--- src/rtl/fetch_pkg.sv ---
// Shared types and the opcode length decode for the fetch/decode pair.
// Latency: n/a (types, constants and a pure function only).
// Backpressure: n/a.
package fetch_pkg;

  typedef enum logic [1:0] {
    FETCH_OP = 2'd0,
    FETCH_LO = 2'd1,
    FETCH_HI = 2'd2,
    PRESENT  = 2'd3
  } state_t;

  localparam logic [7:0] OPC_JSR = 8'h20;

  // Instruction length in bytes (1..3) from the opcode alone.
  // cc = opcode[1:0] selects the opcode group, bbb = opcode[4:2] the addressing form.
  function automatic logic [1:0] instr_length(input logic [7:0] opcode);
    logic [1:0] cc;
    logic [2:0] bbb;
    logic [1:0] len;
    cc  = opcode[1:0];
    bbb = opcode[4:2];
    len = 2'd1;
    if (opcode == OPC_JSR) begin
      // JSR sits in an otherwise one-byte slot but carries an absolute address.
      len = 2'd3;
    end else begin
      case (cc)
        2'b01: len = (bbb == 3'b011 || bbb == 3'b110 || bbb == 3'b111) ? 2'd3 : 2'd2;
        2'b11: len = 2'd1;
        default: begin
          case (bbb)
            3'b000:                 len = opcode[7] ? 2'd2 : 2'd1;
            3'b001, 3'b100, 3'b101: len = 2'd2;
            3'b010, 3'b110:         len = 2'd1;
            default:                len = 2'd3;  // 011, 111
          endcase
        end
      endcase
    end
    return len;
  endfunction

endpackage

--- src/rtl/fetch_length_lut.sv ---
// Combinational opcode-to-length lookup, shared with the decoder.
// Latency: 0 cycles (pure combinational).
// Backpressure: none.
// Ports: opcode (in, 8) -> len (out, 2) in bytes, 1..3.
module fetch_length_lut
  import fetch_pkg::*;
(
  input  logic [7:0] opcode,
  output logic [1:0] len
);

  assign len = instr_length(opcode);

endmodule

--- src/rtl/fetch_unit.sv ---
// Instruction fetch: walks pc, reads opcode/operand bytes over req/ack, presents a bundle to the decoder.
// Latency: n-byte instruction valid n cycles after entering FETCH_OP with ack tied high; n+1 cycles/instr
//          (n cycles/instr when built with PREFETCH_EN, which adds a one-byte opcode prefetch register).
// Backpressure: bundle held stable while instr_valid && !instr_ready; no memory request while stalled
//          (except the single prefetch read under PREFETCH_EN). flush overrides everything.
// Ports: clk_2/rst (async, active-high); flush/flush_addr redirect; mem_req/mem_addr/mem_ack/mem_rdata
//        memory read; instr_valid/instr_ready + instruction/operand_lo/operand_hi/instr_len/instr_pc bundle.
module fetch_unit
  import fetch_pkg::*;
#(
  parameter int unsigned       ADDR_W   = 16,
  parameter logic [ADDR_W-1:0] RESET_PC = '0
) (
  input  logic              clk_2,
  input  logic              rst,
  input  logic              flush,
  input  logic [ADDR_W-1:0] flush_addr,
  output logic              mem_req,
  output logic [ADDR_W-1:0] mem_addr,
  input  logic              mem_ack,
  input  logic [7:0]        mem_rdata,
  output logic              instr_valid,
  input  logic              instr_ready,
  output logic [7:0]        instruction,
  output logic [7:0]        operand_lo,
  output logic [7:0]        operand_hi,
  output logic [1:0]        instr_len,
  output logic [ADDR_W-1:0] instr_pc
);

  localparam logic [ADDR_W-1:0] PC_INC = {{(ADDR_W-1){1'b0}}, 1'b1};

  state_t            state, state_nxt;
  logic [ADDR_W-1:0] pc, pc_nxt;
  logic              req_en;     // holds mem_req low through reset and the first edge after it
  logic              acked;
  logic              cap_op, cap_lo, cap_hi;
  logic              valid_nxt;
  logic [7:0]        op_src;
  logic [1:0]        len_new;

`ifdef PREFETCH_EN
  logic       pf_valid;
  logic [7:0] pf_data;
  logic       pf_load, pf_clr;

  // A buffered opcode wins over the bus; pf_valid implies no read is outstanding.
  assign op_src = pf_valid ? pf_data : mem_rdata;
`else
  assign op_src = mem_rdata;
`endif

  fetch_length_lut u_len (
    .opcode (op_src),
    .len    (len_new)
  );

  always_ff @(posedge clk_2 or posedge rst) begin
    if (rst) state <= FETCH_OP;
    else     state <= state_nxt;
  end

  always_comb begin
    state_nxt = state;
    pc_nxt    = pc;
    valid_nxt = instr_valid;
    cap_op    = 1'b0;
    cap_lo    = 1'b0;
    cap_hi    = 1'b0;
`ifdef PREFETCH_EN
    pf_load   = 1'b0;
    pf_clr    = 1'b0;
    mem_req   = req_en && ((state != PRESENT) || !pf_valid);
`else
    mem_req   = req_en && (state != PRESENT);
`endif
    mem_addr  = pc;
    acked     = mem_req && mem_ack;

    if (flush) begin
      // Abandon any read and drop any pending bundle, even one being accepted this edge.
      state_nxt = FETCH_OP;
      pc_nxt    = flush_addr;
      valid_nxt = 1'b0;
`ifdef PREFETCH_EN
      pf_clr    = 1'b1;
`endif
    end else begin
      case (state)
        FETCH_OP: begin
          if (acked) begin
            cap_op    = 1'b1;
            pc_nxt    = pc + PC_INC;
            state_nxt = (len_new == 2'd1) ? PRESENT : FETCH_LO;
            valid_nxt = (len_new == 2'd1);
          end
        end
        FETCH_LO: begin
          if (acked) begin
            cap_lo    = 1'b1;
            pc_nxt    = pc + PC_INC;
            state_nxt = (instr_len == 2'd3) ? FETCH_HI : PRESENT;
            valid_nxt = (instr_len != 2'd3);
          end
        end
        FETCH_HI: begin
          if (acked) begin
            cap_hi    = 1'b1;
            pc_nxt    = pc + PC_INC;
            state_nxt = PRESENT;
            valid_nxt = 1'b1;
          end
        end
        PRESENT: begin
          if (instr_ready) begin
            valid_nxt = 1'b0;
            state_nxt = FETCH_OP;
`ifdef PREFETCH_EN
            // Next opcode already in hand (buffered or arriving now): skip FETCH_OP.
            if (pf_valid || acked) begin
              cap_op    = 1'b1;
              pf_clr    = 1'b1;
              pc_nxt    = pc + PC_INC;
              state_nxt = (len_new == 2'd1) ? PRESENT : FETCH_LO;
              valid_nxt = (len_new == 2'd1);
            end
`endif
          end
`ifdef PREFETCH_EN
          else if (acked) begin
            // pc is not advanced here: the buffered byte still lives at pc.
            pf_load = 1'b1;
          end
`endif
        end
        default: state_nxt = FETCH_OP;
      endcase
    end
  end

  always_ff @(posedge clk_2 or posedge rst) begin
    if (rst) begin
      pc          <= RESET_PC;
      req_en      <= 1'b0;
      instr_valid <= 1'b0;
      instruction <= 8'h00;
      operand_lo  <= 8'h00;
      operand_hi  <= 8'h00;
      instr_len   <= 2'd1;
      instr_pc    <= RESET_PC;
    end else begin
      req_en      <= 1'b1;
      pc          <= pc_nxt;
      instr_valid <= valid_nxt;
      if (cap_op) begin
        instruction <= op_src;
        operand_lo  <= 8'h00;
        operand_hi  <= 8'h00;
        instr_len   <= len_new;
        instr_pc    <= pc;
      end
      if (cap_lo) operand_lo <= mem_rdata;
      if (cap_hi) operand_hi <= mem_rdata;
    end
  end

`ifdef PREFETCH_EN
  always_ff @(posedge clk_2 or posedge rst) begin
    if (rst) begin
      pf_valid <= 1'b0;
      pf_data  <= 8'h00;
    end else if (pf_clr) begin
      pf_valid <= 1'b0;
    end else if (pf_load) begin
      pf_valid <= 1'b1;
      pf_data  <= mem_rdata;
    end
  end
`endif

endmodule
--- config.mk ---
export PLATFORM = sky130hd
export DESIGN_NAME = fetch_unit
export DESIGN_NICKNAME = d
export VERILOG_FILES = /design/src/rtl/fetch_pkg.sv /design/src/rtl/fetch_length_lut.sv /design/src/rtl/fetch_unit.sv
export SDC_FILE = /design/constraint.sdc
export NUM_CORES = 1
export LEC_CHECK = 0
export BUFFER_PORTS_ARGS = -buffer_cell sky130_fd_sc_hd__buf_4
export CAP_MARGIN = 20
export CORE_ASPECT_RATIO = 0.8
export CORE_MARGIN = 3
export CORE_UTILIZATION = 40
export DETAILED_ROUTE_END_ITERATION = 8
export GPL_TIMING_DRIVEN = 1
export HOLD_SLACK_MARGIN = 0.03
export PLACE_DENSITY = 0.73
export SYNTH_ARGS = -nofsm -noshare
export SYNTH_HDL_FRONTEND = slang
export SYNTH_HIERARCHICAL = 1
export SYNTH_SLANG_ARGS = --single-unit
--- constraint.sdc ---
create_clock -name clk_2 -period 1.7 [get_ports clk_2]
set_input_delay 0.255 -clock clk_2 [delete_from_list [all_inputs] [get_ports clk_2]]
set_output_delay 0.255 -clock clk_2 [all_outputs]
set_load 0.005 [all_outputs]
==> reports/results.txt, run 1 <==
crit share post-route: 104%
CTS H-tree depth: 3
required time worst endpoint: 1.94 ns
layout cells sized above 1: 52.8%
Slew @ Worst Pin: 0.562 ns
initial antenna violation count: 0
global-route usage over all layers: 19.6%
Worst setup SP type: flop
Leak Pwr: 1.93 nW
root buf cell: clkbuf_8
largest net degree at the start of global routing: 31
clk slew on worst S/H paths: 0.07 ns
TritonCTS clock tree: built
Worst VDD drop: 0.861 mV
crit-path max FO: 4
DR WL/cell: 17.2 um
critical path class: flop to flop
ys async rst share: 100%
initial drt markers: 138
ant diodes: 0
Via density: 5.32
Worst Skew: 0.00706 ns
shortest period the worst path allows: 1.76 ns
vias: 2371
syn nets: 270
Hold Path Class: input pin to flop
FMAX: 568 MHz
WHS: 0.120 ns
Synth top area share: 54.2%
Synth Flop Type: dfrtp_1
#FFs+latches synth: 62
DRC Markers: 0
Die X: 99.8 um
unrepaired setup endpoints after global routing: yes
Die Ht: 81.1 um
top cells by area, synth: dfrtp_1 54%, mux2_2 11%, a22o_1 5.0%
clk buf depth: 2
grt ovf: 0
Critical Path AT: 2.00 ns
area added between synthesis and finish: 48.6%
reg2reg setup slack: -0.06 ns
IO buf count: 88
RD Place Congestion: 0.828
DP Worst Slack: -0.121 ns
Synthesis Warnings: 6
Crit. End Element: flop
status: finished with violations
headroom to the max-slew limit: 62.5%
PnR worst setup slack: -0.0596 ns
final-report hold violation count: 0
setup violators final: 3
Std-Cell Rows: 26
post-layout net count: 392
Starting Density: 42.6%
library cells used by synthesis: 45
first-pass GRT wire length: 12000 um
TritonCTS Buffers: 9
Post-DP HPWL: 5590 um
Die Area: 8090 um2
WL final: 7670 um
final setup TNS: -0.112 ns
CTS Sinks: 62
post-route ant nets: 0
Avg Cell Area, Syn: 12.0 um2
I/O Pins: 89
Final Max Slew Viols: 0
power density cells: 1410 nW/um2
vias in the first global route: 2374
Core ar.: 6600 um2
Synth Instances: 235
Fill cells: 528
failing checks: negative setup slack
first drt pass iteration count: 4
Skew-Pair Late Insertion Delay: 0.34 ns
post-synth top area cell: dfrtp_1
Mapped Area: 2820 um2
number of synthesized flops with an enable pin: 0
Max-cap violations: 0
share of the yosys chip area belonging to registers: 55.1%
==> placed cells by master, fill, tap and decap left out, drive strengths merged, types with 3 or more instances in the layout <==
master	count
buf	117
dfrtp	61
mux2	27
nand2	21
a22o	16
clkbuf	13
o21ai	13
nand4	9
nor2	9
inv	6
ha	6
xnor2	5
xor2	5
nor4	5
o311ai	4
a21oi	4
clkinv	3
nand3	3
==> cells by family (layout without fill, tap and decap cells) <==
| group | count (synthesis) | count (layout) | share of synthesized area (%) |
|---|---|---|---|
| simple gates | 65 | 65 | 13.0 |
| flops | 62 | 62 | 55.1 |
| compound gates | 47 | 47 | 12.4 |
| mux | 29 | 29 | 11.5 |
| buf+inv | 15 | 142 | 2.13 |
| xor+xnor | 10 | 10 | 3.11 |
| fa+ha+maj | 6 | 6 | 2.67 |
| other cells | 1 | 1 | 0.133 |
==> flip-flops by register name, indices dropped and copies added, names as in the netlist <==
| name | count |
|---|---|
| instr_valid | 1 |
| mem_addr | 16 |
| req_en | 1 |
| operand_lo | 8 |
| instr_len | 2 |
| instruction | 8 |
| instr_pc | 16 |
| state | 2 |
| operand_hi | 8 |
==> power by group <==
part / switching, mW / leakage, nW / total (mW) / internal [mW]
Sequential: 0.374 / 0.768 / 2.41 / 2.04
Combinational: 0.918 / 1.07 / 2.39 / 1.47
Clock: 0.555 / 0.0861 / 1.12 / 0.561
==> path summary, 6_finish.rpt <==
path,start,end,cells past startpoint
worst max-delay path,state[0]$_DFFE_PP0P_,instr_valid$_DFFE_PP0P_,6
worst min-delay path,flush_addr[1],mem_addr[1]$_DFFE_PP0P_,3
worst max register to register,state[0]$_DFFE_PP0P_,instr_valid$_DFFE_PP0P_,6
worst min register to register,instr_pc[11]$_DFFE_PP0P_,instr_pc[11]$_DFFE_PP0P_,1
max in group asynchronous,rst,mem_addr[11]$_DFFE_PP0P_,4
min in group asynchronous,rst,operand_hi[2]$_DFFE_PP0P_,3
==> metrics by stage <==
step                area (um2)  util [%]  total power [mW]  std cells
detailed placement        3830      58.0              4.61        428
global route              4180      63.4              6.30        446
finish                    4180      63.4              5.92        446
global placement          3830      58.0              4.52        428
CTS                       4040      61.1              5.79        445
floorplan                 2830         -              3.26        235
==> synth_stat cells, types with 2 or more instances <==
library cell,n
o311ai_0,2
o21ai_0,11
nand3b_1,2
a221o_1,2
ha_1,6
o21ai_1,2
nor4_1,5
nor2b_1,2
nor2_1,9
buf_2,3
mux2_2,27
o221ai_1,2
mux2i_1,2
a21oi_1,3
and2_1,2
a22o_1,16
or3_1,2
xor2_1,5
nand4_1,8
a311oi_1,2
inv_1,7
nand2_1,20
clkbuf_1,5
o311ai_1,2
xnor2_1,5
a211oi_1,2
nand3_1,3
dfrtp_1,61
==> layout make-up <==
class	count	area, um2	area share (%)
repair buffers	119	975	23.3
clock inverters	4	22.5	0.538
inverters	7	35.0	0.837
multi-input cells	158	1350	32.2
well taps	84	105	2.51
flip-flops and latches	62	1560	37.2
clock buffers	12	145	3.47
==> routing by layer <==
layer	wire [um]	track usage, %	vias to the layer above	part of all wire [%]
li1	-	-	1122	-
met1	3390	26.0	1162	44
met2	3680	31.4	78	48
met3	485	4.89	9	6.3
met4	111	6.82	0	1.4
met5	0	0	-	0
==> worst max-delay path, stage by stage (launching register included) <==
cell      delay, ns
dfrtp_2        0.46
buf_6          0.15
ha_2           0.18
or3_4          0.38
a21oi_4        0.22
nor2_1         0.06
a311oi_1       0.21
==> what timing repair did <==
item                                   4_1_cts  5_1_grt
gates resized for setup                     10       30
buffers inserted                             0        1
endpoints found under the hold margin       21        0
setup endpoints to repair                   11       39
gates cloned                                 0        1
pin swaps                                    7       10
hold buffers                                 1        0
No activity file was read; power rests on OpenSTA's default activity.
==> run 2, diff against run 1 <==
Settings changed: MAX_ROUTING_LAYER set to met4.
==> run 2 against run 1 <==
  * The flow still finishes with violations (negative setup slack)
  * Total power barely moved
  * Non-clock buffer count unchanged
  * Die area stayed put
  * Critical path depth unchanged
  * Maximum frequency is 0.27% lower
  * Register-to-register slack about the same
==> reports/results.txt, run 2 (synthesis gave the netlist of run 1 again) <==
layout cells sized above 1: 52.8% (unchanged)
Finished Cell Area: 4180 um2 (unchanged)
TritonCTS Buffers: 9 (unchanged)
Critical Path AT: 2.00 ns (about the same)
PnR worst setup slack: -0.0644 ns (-0.00475 ns)
Leak Pwr: 1.93 nW (unchanged)
Core ar.: 6600 um2 (unchanged)
required time worst endpoint: 1.93 ns (about the same)
vias: 2372 (+0.042%)
crit-path max FO: 4 (unchanged)
status: finished with violations
Die Ht: 81.1 um (unchanged)
unrepaired setup endpoints after global routing: yes
initial antenna violation count: 0 (unchanged)
failing checks: negative setup slack
critical path class: flop to flop
DR WL/cell: 17.2 um (+0.20%)
Critical Path Source: state[0]$_DFFE_PP0P_
IO buf count: 88 (unchanged)
WL final: 7680 um (+0.20%)
WHS: 0.126 ns (+0.00610 ns)
reg2reg setup slack: -0.06 ns (about the same)
RD Place Congestion: 0.841 (+1.5%)
setup violators final: 3 (unchanged)
Crit. End Element: flop
power density cells: 1410 nW/um2 (about the same)
post-route ant nets: 0 (unchanged)
dpl cells: 428 (unchanged)
Slew @ Worst Pin: 0.562 ns (-0.000133 ns)
post-route core utilization: 63.4% (unchanged)
largest net degree at the start of global routing: 31 (unchanged)
shortest period the worst path allows: 1.76 ns (+0.00475 ns)
Die Area: 8090 um2 (unchanged)
Final Max Slew Viols: 0 (unchanged)
initial drt markers: 126 (-8.7%)
Std-Cell Rows: 26 (unchanged)
Worst VDD drop: 0.859 mV (-0.33%)
placed cell area: 3830 um2 (unchanged)
worst r2r src: state[0]$_DFFE_PP0P_
most frequent cells in the layout: 110 x buf_4, 59 x dfrtp_1, 27 x mux2_2
first-pass GRT wire length: 12000 um (-0.12%)
final-report hold violation count: 0 (unchanged)
crit share post-route: 104% (+0.28 points)
Max-cap violations: 0 (unchanged)
FMAX: 567 MHz (-0.27%)
Finished Layout Cells: 446 (unchanged)
ant diodes: 0 (unchanged)
global-route usage over all layers: 20.1% (+0.58 points)
clk slew on worst S/H paths: 0.07 ns (about the same)
root buf cell: clkbuf_8
post-layout net count: 392 (unchanged)
Worst setup SP type: flop
I/O Pins: 89 (unchanged)
clk buf depth: 2 (unchanged)
vias in the first global route: 2377 (+0.13%)
Worst Skew: 0.00637 ns (-0.000696 ns)
area added between synthesis and finish: 48.6% (unchanged)
most common cell after layout, fill and taps aside: buf_4
hold wc startpoint: flush_addr[1]
Skew-Pair Late Insertion Delay: 0.34 ns (about the same)
CTS Sinks: 62 (unchanged)
Die X: 99.8 um (unchanged)
Pwr Total: 5.91 mW (about the same)
TritonCTS clock tree: built
Hold Path Class: input pin to flop
Starting Density: 42.6% (unchanged)
headroom to the max-slew limit: 62.5% (about the same)
CTS H-tree depth: 3 (unchanged)
grt ovf: 0 (unchanged)
Via density: 5.32 (about the same)
first drt pass iteration count: 4 (unchanged)
Post-DP HPWL: 5590 um (unchanged)
DRC Markers: 0 (unchanged)
==> run 2: cell counts in the layout (fill, tap and decap cells not counted) <==
No cell type changed its count.
==> run 2: per-layer routing <==
layer | GRT usage, % | part of all wire, % | wire, um | vias up
met1 | 26.1 | 46 | 3500 | 1180
met3 | 4.64 | 4.8 | 370 | 10
met5 | - | 0 | 0 | -
met4 | 6.82 | 1.3 | 96 | 0
met2 | 31.4 | 48 | 3710 | 62
li1 | - | - | - | 1120
==> run 2: where the power goes <==
part           internal, mW  switching [mW]  total, mW
registers              2.04           0.377       2.42
logic                  1.47           0.921       2.39
clock network         0.562           0.548       1.11
==> run 2: repair_timing <==
action                                  CTS  global route
resized for setup                        10            30
endpoints found under the setup margin   11            39
hold endpoints to repair                 21             0
buffers inserted                          0             1
pin swaps                                 7            10
gates cloned                              0             1
hold buffers                              1             0
==> run 2: through the flow <==
step	setup WS (ns)	setup TNS (ns)
2_1_floorplan	0.00353	0
3_5_place_dp	-0.121	-0.288
3_3_place_gp	-0.0215	-0.0231
4_1_cts	-0.0257	-0.0322
5_1_grt	-0.122	-0.546
6_report	-0.0644	-0.124
==> run 2: area by class of cell <==
type	count	area (um2)
Timing Repair Buffer	119	975
Inverter	7	35.0
Multi-Input combinational cell	158	1350
Clock inverter	4	22.5
Tap cell	84	105
Sequential cell	62	1560
Clock buffer	12	145
Fill cell	528	2420
==> run 2: worst paths after layout <==
kind | to | depth (start not counted)
worst max-delay path | instr_valid$_DFFE_PP0P_ | 6
worst min-delay path | mem_addr[1]$_DFFE_PP0P_ | 3
worst max register to register | instr_valid$_DFFE_PP0P_ | 6
worst min register to register | instr_pc[11]$_DFFE_PP0P_ | 1
max in group asynchronous | mem_addr[11]$_DFFE_PP0P_ | 4
min in group asynchronous | operand_hi[2]$_DFFE_PP0P_ | 3
==> run 2: critical path, stage by stage, from the launching register on <==
cell      delay (ns)
dfrtp_2         0.46
buf_6           0.15
ha_2            0.18
or3_4           0.38
a21oi_4         0.22
nor2_1          0.06
a311oi_1        0.21
==> run 3, diff against run 2 <==
Settings changed: CTS_BUF_LIST set to sky130_fd_sc_hd__clkbuf_4 sky130_fd_sc_hd__clkbuf_8 sky130_fd_sc_hd__clkbuf_16.
Clock period 1.7 ns to 1.5 ns, I/O delays scaled along.
==> run 3 against run 2 <==
  * The flow still finishes with violations (negative setup slack)
  * Hold slack lost 0.016 ns
  * Register-to-register slack lost 0.16 ns
  * Sequential power grew 11%
  * Maximum frequency grew 2.1%
  * Sequential share of layout area shrank 2.0 points
  * Critical path depth grew 1
  * Total power grew 19%
  * Setup slack lost 0.16 ns
  * Global-route usage grew 0.84 points
  * Critical path type unchanged
  * Critical endpoint is now state[0]$_DFFE_PP0P_
  * Largest power group is now combinational cells
==> reports/results.txt, run 3 (synthesis gave the netlist of run 1 again) <==
post-layout net count: 408 (+4.1%)
Die Area: 8090 um2 (unchanged)
Worst setup SP type: flop
shortest period the worst path allows: 1.73 ns (-0.0360 ns)
crit-path max FO: 4 (unchanged)
reg2reg setup slack: -0.23 ns (-0.16 ns)
most common cell after layout, fill and taps aside: buf_4
grt ovf: 0 (unchanged)
CTS Sinks: 62 (unchanged)
TritonCTS clock tree: built
hold wc startpoint: flush_addr[4]
Final Max Slew Viols: 0 (unchanged)
dpl cells: 437 (+2.1%)
Worst VDD drop: 0.907 mV (+5.6%)
unrepaired setup endpoints after global routing: yes
PnR worst setup slack: -0.228 ns (-0.164 ns)
Std-Cell Rows: 26 (unchanged)
initial antenna violation count: 0 (unchanged)
TritonCTS Buffers: 9 (unchanged)
I/O Pins: 89 (unchanged)
critical path class: flop to flop
DRC Markers: 0 (unchanged)
Register-to-Register Path Depth: 7 (+1)
RD Place Congestion: 0.822 (-2.3%)
power density cells: 1590 nW/um2 (+13%)
Leak Pwr: 2.06 nW (+6.8%)
hold path depth: 3 (unchanged)
final-report hold violation count: 0 (unchanged)
final setup TNS: -8.08 ns (-7.96 ns)
IO buf count: 88 (unchanged)
vias: 2535 (+6.9%)
Core ar.: 6600 um2 (unchanged)
Hold Path Class: input pin to flop
Finished Layout Cells: 462 (+3.6%)
root buf cell: clkbuf_8
Critical Path AT: 1.95 ns (-0.05 ns)
layout cells sized above 1: 57.4% (+4.6 points)
Starting Density: 42.6% (unchanged)
Crit. End Element: flop
status: finished with violations
area added between synthesis and finish: 56.9%
Die X: 99.8 um (unchanged)
Via density: 5.49 (+3.2%)
first drt pass iteration count: 4 (unchanged)
clk buf depth: 2 (unchanged)
required time worst endpoint: 1.73 ns (-0.20 ns)
worst r2r src: state[1]$_DFFE_PP0P_
ant diodes: 0 (unchanged)
post-route core utilization: 66.9% (+3.5 points)
CTS H-tree depth: 3 (unchanged)
vias in the first global route: 2543 (+7.0%)
initial drt markers: 129 (+2.4%)
most frequent cells in the layout: 124 x buf_4, 59 x dfrtp_1, 27 x mux2_2
WHS: 0.110 ns (-0.0156 ns)
Worst Skew: 0.00624 ns (-0.000128 ns)
FMAX: 579 MHz (+2.1%)
global-route usage over all layers: 21.0% (+0.84 points)
Hold EP: mem_addr[4]$_DFFE_PP0P_
endpoint of the lowest-slack register-to-register path: state[0]$_DFFE_PP0P_
first-pass GRT wire length: 12800 um (+7.0%)
crit share post-route: 115% (+11 points)
Skew-Pair Late Insertion Delay: 0.33 ns (about the same)
DR WL/cell: 17.5 um (+1.6%)
post-route ant nets: 0 (unchanged)
setup violators final: 62 (+59)
WL final: 8090 um (+5.3%)
DP Worst Slack: -0.345 ns (-0.224 ns)
failing checks: negative setup slack
Max-cap violations: 0 (unchanged)
largest net degree at the start of global routing: 52 (+68%)
Die Ht: 81.1 um (unchanged)
clk slew on worst S/H paths: 0.07 ns (about the same)
Post-DP HPWL: 5560 um (-0.64%)
## run 3: cell types whose count changed in the layout (fill, tap and decap cells not counted), sizes merged
cell	previous run	this run
buf	117	134
clkinv	3	2
## run 3: cell type report
class                      instances  area, um2
fill                             505       2190
inverter                           7       40.0
tap                               84        105
sequential                        62       1560
clock inverter                     3       17.5
multi-input combinational        158       1460
clock buffer                      13        173
timing repair buffer             135       1070
## run 3: worst max-delay path, cell delays in order, from the launching register on
cell and delay (ns):
dfrtp_1 0.40, buf_6 0.15, inv_6 0.04, ha_4 0.15, or3_4 0.39, a21oi_4 0.19
nor2_2 0.05, a311oi_2 0.25
## run 3: worst max-delay path by stage
stage	depth (start not counted)	to	slack, ns	from
final	7	state[0]$_DFFE_PP0P_	-0.23	state[1]$_DFFE_PP0P_
after global placement	7	instr_valid$_DFFE_PP0P_	-0.20	state[0]$_DFFE_PP0P_
after global routing	7	state[0]$_DFFE_PP0P_	-0.30	state[1]$_DFFE_PP0P_
after detailed placement	7	state[0]$_DFFE_PP0P_	-0.34	state[0]$_DFFE_PP0P_
after floorplan	6	mem_addr[12]$_DFFE_PP0P_	-0.17	state[0]$_DFFE_PP0P_
after CTS	6	state[0]$_DFFE_PP0P_	-0.28	state[0]$_DFFE_PP0P_
## run 3: repair_timing
| action | CTS | global route |
|---|---|---|
| pin swaps | 33 | 9 |
| endpoints found under the setup margin | 60 | 62 |
| hold buffers | 1 | 0 |
| hold endpoints to repair | 11 | 0 |
| setup buffers | 6 | 2 |
| gates resized for setup | 41 | 8 |
## run 3: layer usage
layer	global-route usage (%)	up-vias	wire (um)
met1	27.8	1273	3570
met3	5.24	11	432
met2	32.3	93	4000
met5	-	-	0
li1	-	1158	-
met4	5.87	0	89
## run 3: metrics by stage
stage          cell area, um2  total power, mW
2_1_floorplan            2940             3.75
3_3_place_gp             3930             5.20
3_5_place_dp             3930             5.29
4_1_cts                  4360             6.98
5_1_grt                  4420             7.48
6_report                 4420             7.05
## run 3: report_power, final
| part | switching, mW | internal, mW |
|---|---|---|
| Combinational | 1.19 | 1.81 |
| Clock | 0.618 | 0.748 |
| Sequential | 0.380 | 2.31 |
| Total | 2.18 | 4.86 |
